### src/rtl/msg_stream_scheduler.sv
// ---------------------------------------------------------------------------
// msg_stream_scheduler
//
// Plays stored messages from a shared character ROM onto a display output.
// Each of NUM_REQ requesters owns one message, described by a base address
// and a length. Requesters are served in non-preemptive round-robin order.
// A granted message plays to the end: one character per DWELL-cycle dwell
// period, followed by a DWELL-cycle BLANK gap. After that the next requester
// is picked.
//
// Ports
//   clk, rst    rising-edge clock; asynchronous active-high reset
//   req         level request per message (sampled only while idle)
//   msg_base    packed base addresses, slice i belongs to message i
//   msg_len     packed lengths in characters, 0 = empty message
//   pause       freezes the sequencer and the dwell counter
//   abort       ends the current message at once (takes priority over pause)
//   rom_en      ROM read strobe
//   rom_addr    ROM read address
//   rom_data    ROM read data, valid the cycle after rom_en
//   char_out    displayed character
//   char_valid  high while char_out holds a message character
//   grant       one-hot owner of the current message, 0 when idle
//   busy        high whenever the sequencer is not idle
//   done        one-cycle pulse when a message finishes or is aborted
// ---------------------------------------------------------------------------
module msg_stream_scheduler #(
    parameter int         NUM_REQ = 4,
    parameter int         ADDR_W  = 8,
    parameter int         DWELL   = 1000,
    parameter logic [7:0] BLANK   = 8'h20
) (
    input  logic                      clk,
    input  logic                      rst,
    input  logic [NUM_REQ-1:0]        req,
    input  logic [NUM_REQ*ADDR_W-1:0] msg_base,
    input  logic [NUM_REQ*ADDR_W-1:0] msg_len,
    input  logic                      pause,
    input  logic                      abort,
    output logic                      rom_en,
    output logic [ADDR_W-1:0]         rom_addr,
    input  logic [7:0]                rom_data,
    output logic [7:0]                char_out,
    output logic                      char_valid,
    output logic [NUM_REQ-1:0]        grant,
    output logic                      busy,
    output logic                      done
);

    localparam int PTR_W = (NUM_REQ > 1) ? $clog2(NUM_REQ) : 1;
    localparam int CNT_W = $clog2(DWELL + 1);
    localparam logic [CNT_W-1:0] CNT_LAST = CNT_W'(DWELL - 1);

    typedef enum logic [2:0] {
        IDLE,
        FETCH,
        LOAD,
        SHOW,
        GAP
    } state_t;

    state_t            state;
    logic [PTR_W-1:0]  rr_ptr;
    logic [ADDR_W-1:0] base_r;
    logic [ADDR_W-1:0] len_r;
    logic [ADDR_W-1:0] idx;
    logic [CNT_W-1:0]  cnt;

    logic              sel_found;
    logic [PTR_W-1:0]  sel_idx;
    logic [PTR_W-1:0]  sel_next;
    logic [ADDR_W-1:0] sel_base;
    logic [ADDR_W-1:0] sel_len;

    // Circular search for the first active request at or after rr_ptr.
    always_comb begin
        sel_found = 1'b0;
        sel_idx   = '0;
        for (int off = 0; off < NUM_REQ; off++) begin
            if (!sel_found && req[(int'(rr_ptr) + off) % NUM_REQ]) begin
                sel_found = 1'b1;
                sel_idx   = PTR_W'((int'(rr_ptr) + off) % NUM_REQ);
            end
        end
        sel_next = (int'(sel_idx) == NUM_REQ - 1) ? '0 : sel_idx + PTR_W'(1);
        sel_base = msg_base[int'(sel_idx)*ADDR_W +: ADDR_W];
        sel_len  = msg_len[int'(sel_idx)*ADDR_W +: ADDR_W];
    end

    always_ff @(posedge clk or posedge rst) begin
        if (rst) begin
            state      <= IDLE;
            rr_ptr     <= '0;
            base_r     <= '0;
            len_r      <= '0;
            idx        <= '0;
            cnt        <= '0;
            grant      <= '0;
            rom_en     <= 1'b0;
            rom_addr   <= '0;
            char_out   <= BLANK;
            char_valid <= 1'b0;
            busy       <= 1'b0;
            done       <= 1'b0;
        end else begin
            done <= 1'b0;
            if (state == IDLE) begin
                // grant and done are single-cycle in IDLE unless re-armed here
                grant <= '0;
                if (sel_found && !pause) begin
                    grant  <= NUM_REQ'(1) << sel_idx;
                    base_r <= sel_base;
                    len_r  <= sel_len;
                    idx    <= '0;
                    rr_ptr <= sel_next;
                    if (sel_len == '0) begin
                        done <= 1'b1;
                    end else begin
                        state    <= FETCH;
                        busy     <= 1'b1;
                        rom_en   <= 1'b1;
                        rom_addr <= sel_base;
                    end
                end
            end else if (abort) begin
                state      <= IDLE;
                busy       <= 1'b0;
                grant      <= '0;
                done       <= 1'b1;
                rom_en     <= 1'b0;
                char_out   <= BLANK;
                char_valid <= 1'b0;
            end else if (pause) begin
                // A read dropped here is re-issued from FETCH after release.
                rom_en <= 1'b0;
            end else begin
                case (state)
                    FETCH: begin
                        if (rom_en) begin
                            rom_en <= 1'b0;
                            state  <= LOAD;
                        end else begin
                            rom_en <= 1'b1;
                        end
                    end
                    LOAD: begin
                        char_out   <= rom_data;
                        char_valid <= 1'b1;
                        cnt        <= '0;
                        state      <= SHOW;
                    end
                    SHOW: begin
                        if (cnt == CNT_LAST) begin
                            cnt <= '0;
                            if (idx == len_r - ADDR_W'(1)) begin
                                state      <= GAP;
                                char_out   <= BLANK;
                                char_valid <= 1'b0;
                            end else begin
                                idx      <= idx + ADDR_W'(1);
                                rom_addr <= base_r + idx + ADDR_W'(1);
                                rom_en   <= 1'b1;
                                state    <= FETCH;
                            end
                        end else begin
                            cnt <= cnt + CNT_W'(1);
                        end
                    end
                    GAP: begin
                        if (cnt == CNT_LAST) begin
                            cnt   <= '0;
                            state <= IDLE;
                            busy  <= 1'b0;
                            grant <= '0;
                            done  <= 1'b1;
                        end else begin
                            cnt <= cnt + CNT_W'(1);
                        end
                    end
                    default: begin
                        state <= IDLE;
                    end
                endcase
            end
        end
    end

endmodule
### config.mk
export PLATFORM = sky130hd
export DESIGN_NAME = msg_stream_scheduler
export DESIGN_NICKNAME = d
export VERILOG_FILES = /design/src/rtl/msg_stream_scheduler.sv
export SDC_FILE = /design/constraint.sdc
export NUM_CORES = 1
export LEC_CHECK = 0
export CAP_MARGIN = 25
export CORE_MARGIN = 4
export CORE_UTILIZATION = 50
export DETAILED_ROUTE_END_ITERATION = 12
export GPL_ROUTABILITY_DRIVEN = 0
export HOLD_SLACK_MARGIN = 0.15
export PLACE_DENSITY = 0.9
export SLEW_MARGIN = 25
export SYNTH_ARGS = -nofsm -noshare
export SYNTH_HDL_FRONTEND = slang
export SYNTH_SLANG_ARGS = --single-unit
export TNS_END_PERCENT = 5
### constraint.sdc
create_clock -name clk -period 3.7 [get_ports clk]
set_input_delay 0.555 -clock clk [delete_from_list [all_inputs] [get_ports clk]]
set_output_delay 0.555 -clock clk [all_outputs]
set_load 0.1 [all_outputs]
Word-level counts from Yosys, hierarchy flattened
Cells that the tools add are included.
- register bits: 63
- input port bits: 80
- output and inout port bits: 24
- logic and storage cells: 170
- $add $sub $neg: 9
- magnitude comparators: 4
- equality and inequality tests: 21
- shift-type cells: 3
- multiplexer cells: 84
- bitwise logic cells: 6
- reduce and logical (&&, ||, !) cells: 30
- operator list (cell ; number):
    two-way mux 8 bit ; 19
    indexed part select 32 x 6 -> 8 bit ; 2
    two-way mux 1 bit ; 35
    two-way mux 3 bit ; 9
    two-way mux 4 bit ; 6
    one-hot mux 10 bit (2 select lines) ; 1
    adder 8 x 1 -> 8 bit (second input constant) ; 2
    one-hot mux 8 bit (2 select lines) ; 1
    AND reduction 5 bit ; 3
    less-than comparator 3 x 4 -> 1 bit (second input constant) ; 3
    != test 4 bit (second input constant) ; 3
    one-hot mux 3 bit (4 select lines) ; 1
    AND reduction 6 bit ; 2
    adder 10 x 1 -> 10 bit (second input constant) ; 1
    equality test 10 bit (second input constant) ; 1
    two-way mux 10 bit ; 1
    two-way mux 2 bit ; 5
    != test 5 bit (second input constant) ; 2
    nonzero test 3 bit ; 3
    adder 8 bit ; 1
    binary-select mux 1 bit (select 2 bit) ; 4
    equality test 8 bit ; 1
    logical NOT 8 bit ; 1
    != test 2 x 1 -> 1 bit (second input constant) ; 4
    other kinds (25) ; 46

Logic depth before layout (Yosys ltp)
Gate-level depths: netlist (run 1).
- depth after elaboration: 19
- gate-level depth with buffers: 11
- depth with buffers taken out: 11

Worst setup path after synthesis (run 1)
No wires, ideal clock.
- path kind: register to register
- from: register len_r[0]
- to: register idx[5]
- setup time: 0.131 ns
- arrival: 2.626 ns
- required time: 3.569 ns
- path slack: 0.943 ns
- cell stages (with the launch flop): 11
- buffers on the path: 1
- period minus slack after synthesis: 2.757 ns
- cell sequence: dfrtp_1 > or4_4 > or4b_1 > nand3_1 > a31oi_1 > a2111o_1 > o21a_1 > buf_6 > nand4_1 > xor2_1 > nor2_1
- word-level cells in the longest chain between the ends: 4
- ends and longest elaborated chain (element ; RTL line ; RTL):
    start, declared ; 65 ; logic [ADDR_W-1:0] len_r;
    start signal, assigned ; 113 ; len_r <= sel_len;
    subtractor 8 x 1 -> 8 bit ; 155 ; if (idx == len_r - ADDR_W'(1)) begin
    equality test 8 bit ; 155 ;
    != test 2 bit (no source line) ; n/a ;
    AND reduction 6 bit (no source line) ; n/a ;
    end signal, assigned ; 160 ; idx <= idx + ADDR_W'(1);
    end, declared ; 66 ; logic [ADDR_W-1:0] idx;
Every way passes these cells.
A chain may end at the register's enable or synchronous reset.

Worst setup path in the final report (run 1)
- from: register len_r[0]
- to: register rom_addr[2]
- word-level cells in the longest chain between the ends: 4
- ends and longest elaborated chain (element ; RTL line ; RTL):
    subtractor 8 x 1 -> 8 bit ; 155 ;
    equality test 8 bit ; 155 ;
    != test 2 bit (no source line) ; n/a ;
    AND reduction 7 bit (no source line) ; n/a ;
    end signal, assigned ; 122 ; rom_addr <= sel_base;
    end signal, assigned ; 161 ; rom_addr <= base_r + idx + ADDR_W'(1);
    end, declared ; 41 ; output logic [ADDR_W-1:0] rom_addr,
Every way passes these cells.

==> impl_metrics.yaml, run 1 <==
outcome:
  status: "finished, final reports clean"
detailed_routing:
  vias: 3678
  drt-initial-drc-count: 309
  via_per_inst: 5.77
  firstDrtPassIters: 5
  routedWlPerCell_microns: 17.0
  drc_errors: 0
  wl_microns: 10800
  detail-route-antenna-nets: 0
cells_and_area:
  seq_area_sq_um: 1580
  multi_input_area_sq_um: 2250
  fin_nets: 625
  final_core_util_pct: 68.9
  fill_cells: 570
  antennaDiodeCount: 0
  area_delta_synth_final_pct: 32.7
  fin_area_sq_um: 5350
  layoutNonFillerInstCount: 637
  drive_gt1_share_pct: 10.3
setup_path:
  cp-start-kind: "flop"
  r2r-start: "len_r[0]"
  critPathKind: "reg -> reg"
  cp-end-kind: "flop"
  cp.arrival_ns: 3.63
  crit_start: "len_r[0]"
  cp.required_ns: 3.97
  path_max_fanout: 20
synthesis:
  synth_seq_cells: 63
  synth_nets: 521
  synth_async_sr_flop_share_pct: 100
  synth.largest_area_cell: "dfrtp_1"
  synth.distinct_cells: 54
  synth.top_cell.area_share_pct: 38.5
  synth_area_per_cell_sq_um: 9.47
  synth-edff-count: 0
  yosysSeqAreaShare_pct: 39.1
  syn_inst: 426
  ys.flop_type: "dfrtp_1"
  synth_commonest_cells: "dfrtp_1 (62), nand2_1 (51), o21ai_0 (36), mux2i_1 (28), nor2_1 (21)"
  yosysWarnings: 0
  synthesis.area_sq_um: 4030
  synth_most_common_cell: "dfrtp_1"
  synth.area.top_cells: "dfrtp_1 (38%), mux2i_1 (6.9%), nand2_1 (4.7%), o21ai_0 (4.5%), ha_1 (4.3%)"
pwr:
  seqPwrFrac_pct: 26.7
  switching_share_pct: 49.9
  powerDensity_nw_per_um2: 824
  power_frac_clock_pct: 15.6
  intPower_w: 0.00221
  combPwrFrac_pct: 57.7
  switching_power_w: 0.00220
  p_leak_nw: 2.36
  power.total_w: 0.00441
  max-vdd-ir-drop_uv: 623
placed_design:
  dpl_cell_area_sq_um: 5130
  port_buffers: 103
  dp.final_hpwl_microns: 7970
  place_inst: 621
floorplanning:
  die_w_microns: 97.8
  initial_core_util_pct: 51.9
  io_pins: 104
  num_rows: 32
  die_h_microns: 97.8
  core_area_sq_um: 7770
  dieArea_sq_um: 9570
global_route:
  grt_max_degree: 34
  gr-total-overflow: 0
  grt_usage_pct: 23.2
  antenna_found_initial: 0
  grt_pass1_vias: 3873
  grt_pass1_wl_microns: 18300
clock_network:
  cts-root-buf: "clkbuf_8"
  clockBufferDepth: 2
  cts_max_level: 3
  cts_sinks: 63
  clkSlewWorstSetupHoldPaths_ns: 0.08
  cts_setup_buffers: 0
  cts-resized-gates: 0
  clk_latency_ns: 0.35
  cts_buffers: 9
  cts_tree: "built"
  cts_hold_buffers: 0
timing:
  rsz0062_at_grt: "no"
  finalSetupViolations: 0
  hold_viol: 0
  skew_ns: 0.00935
  setup_tns_ns: 0
  fmax_ghz: 0.298
  drv_slew: 0
  min_period_ns: 3.36
  post-route-period-util_pct: 90.8
  relSlewSlack_pct: 33.1
  worstMarginPinSlew_ns: 1.00
worst_hold_path:
  worstHoldStart: "char_out[5]"
  hold_path.class: "reg -> reg"
job:
  maxCapViolCount: 0
-- worst paths after layout --
check	to	slack, ns	depth (start not counted)
worst max-delay path	rom_addr[2]	0.34	8
worst min-delay path	char_out[5]	0.47	2
worst max register to register	rom_addr[2]	0.34	8
worst min register to register	char_out[5]	0.47	2
max in group asynchronous	len_r[5]	2.37	3
min in group asynchronous	idx[7]	0.63	2
-- routing by layer --
layer / track usage (%) / part of all wire [%] / up-vias
li1: - / - / 1760
met3: 5.93 / 5.1 / 28
met5: 0 / 0 / -
met4: 7.99 / 2.8 / 0
met2: 42.5 / 53 / 144
met1: 26.1 / 39 / 1746
-- flip-flops by register name, summed over array words and instances, names as in the netlist --
register    cells
base_r          8
busy            1
rom_addr        8
rr_ptr          2
len_r           8
cnt            10
done            1
char_valid      1
idx             8
state           3
grant           4
char_out        8
rom_en          1
-- critical path, stage by stage (launching register included) --
cell       delay, ns
dfrtp_1         0.45
or4_4           0.57
or3_1           0.31
a21o_1          0.18
a31oi_1         0.18
a2111o_1        0.26
o21a_1          0.63
a21boi_2        0.48
a2bb2oi_1       0.21
-- power by group through the flow --
stage / Sequential, W / Combinational (W) / Clock (W)
after floorplan: 0.00184 / 0.00124 / 0
after global placement: 0.00117 / 0.00244 / 0
after detailed placement: 0.00118 / 0.00251 / 0
after CTS: 0.00117 / 0.00254 / 0.000698
after global routing: 0.00121 / 0.00272 / 0.000732
final: 0.00118 / 0.00255 / 0.000689
-- stage by stage --
step | worst slack, ns | hold slack [ns]
final | 0.340 | 0.472
after global routing | 0.143 | 0.502
after CTS | 0.353 | 0.477
after detailed placement | 0.422 | 0.463
after global placement | 0.553 | 0.450
after floorplan | 0.943 | 0.456
-- area by class of cell --
| class | count | area share (%) |
|---|---|---|
| inverter | 17 | 1.19 |
| tap | 102 | 2.38 |
| sequential | 63 | 29.5 |
| clock buffer | 9 | 2.31 |
| timing repair buffer | 113 | 20.7 |
| clock inverter | 7 | 1.94 |
| multi-input combinational | 326 | 42.0 |
-- cells by family after synthesis --
| kind of cell | count (synthesis) | share of synthesized area [%] |
|---|---|---|
| and+or+nand+nor | 133 | 16.2 |
| AOI/OAI and AO/OA | 110 | 17.7 |
| DFF | 63 | 39.1 |
| buffers and inverters | 37 | 5.52 |
| adders and majority gates | 15 | 4.84 |
| xor gates and xnor gates | 25 | 5.43 |
| muxes | 43 | 11.1 |
-- cell usage in the layout (no fill, tap or decap), drive strengths merged, types with 2 or more instances in the layout --
cell	n
a21boi	2
o22ai	8
bufinv	2
or2	2
a211oi	2
and3	5
o31ai	4
a21o	7
a2bb2oi	8
buf	10
nand3b	2
xnor2	11
clkbuf	9
clkinv	3
nand2	52
or4b	2
clkdlybuf4s50	103
dfrtp	62
mux2	15
nor3	7
inv	19
a21oi	17
or3	4
o21ai	40
nor4	4
nand2b	4
or4	2
a22o	12
o21bai	2
and2	2
nand3	13
a31oi	2
nor2	21
nand4	12
ha	14
mux2i	28
xor2	14
No activity file was read; power rests on OpenSTA's default activity.
==> run 2, diff against run 1 <==
--- a/config.mk
+++ b/config.mk
@@ -12,6 +12,7 @@
 export GPL_ROUTABILITY_DRIVEN = 0
 export HOLD_SLACK_MARGIN = 0.15
 export PLACE_DENSITY = 0.9
+export SKIP_CTS_REPAIR_TIMING = 1
 export SLEW_MARGIN = 25
 export SYNTH_ARGS = -nofsm -noshare
 export SYNTH_HDL_FRONTEND = slang
==> results of run 2 <==
Final layout, timing and power as in run 1 (identical DEF).
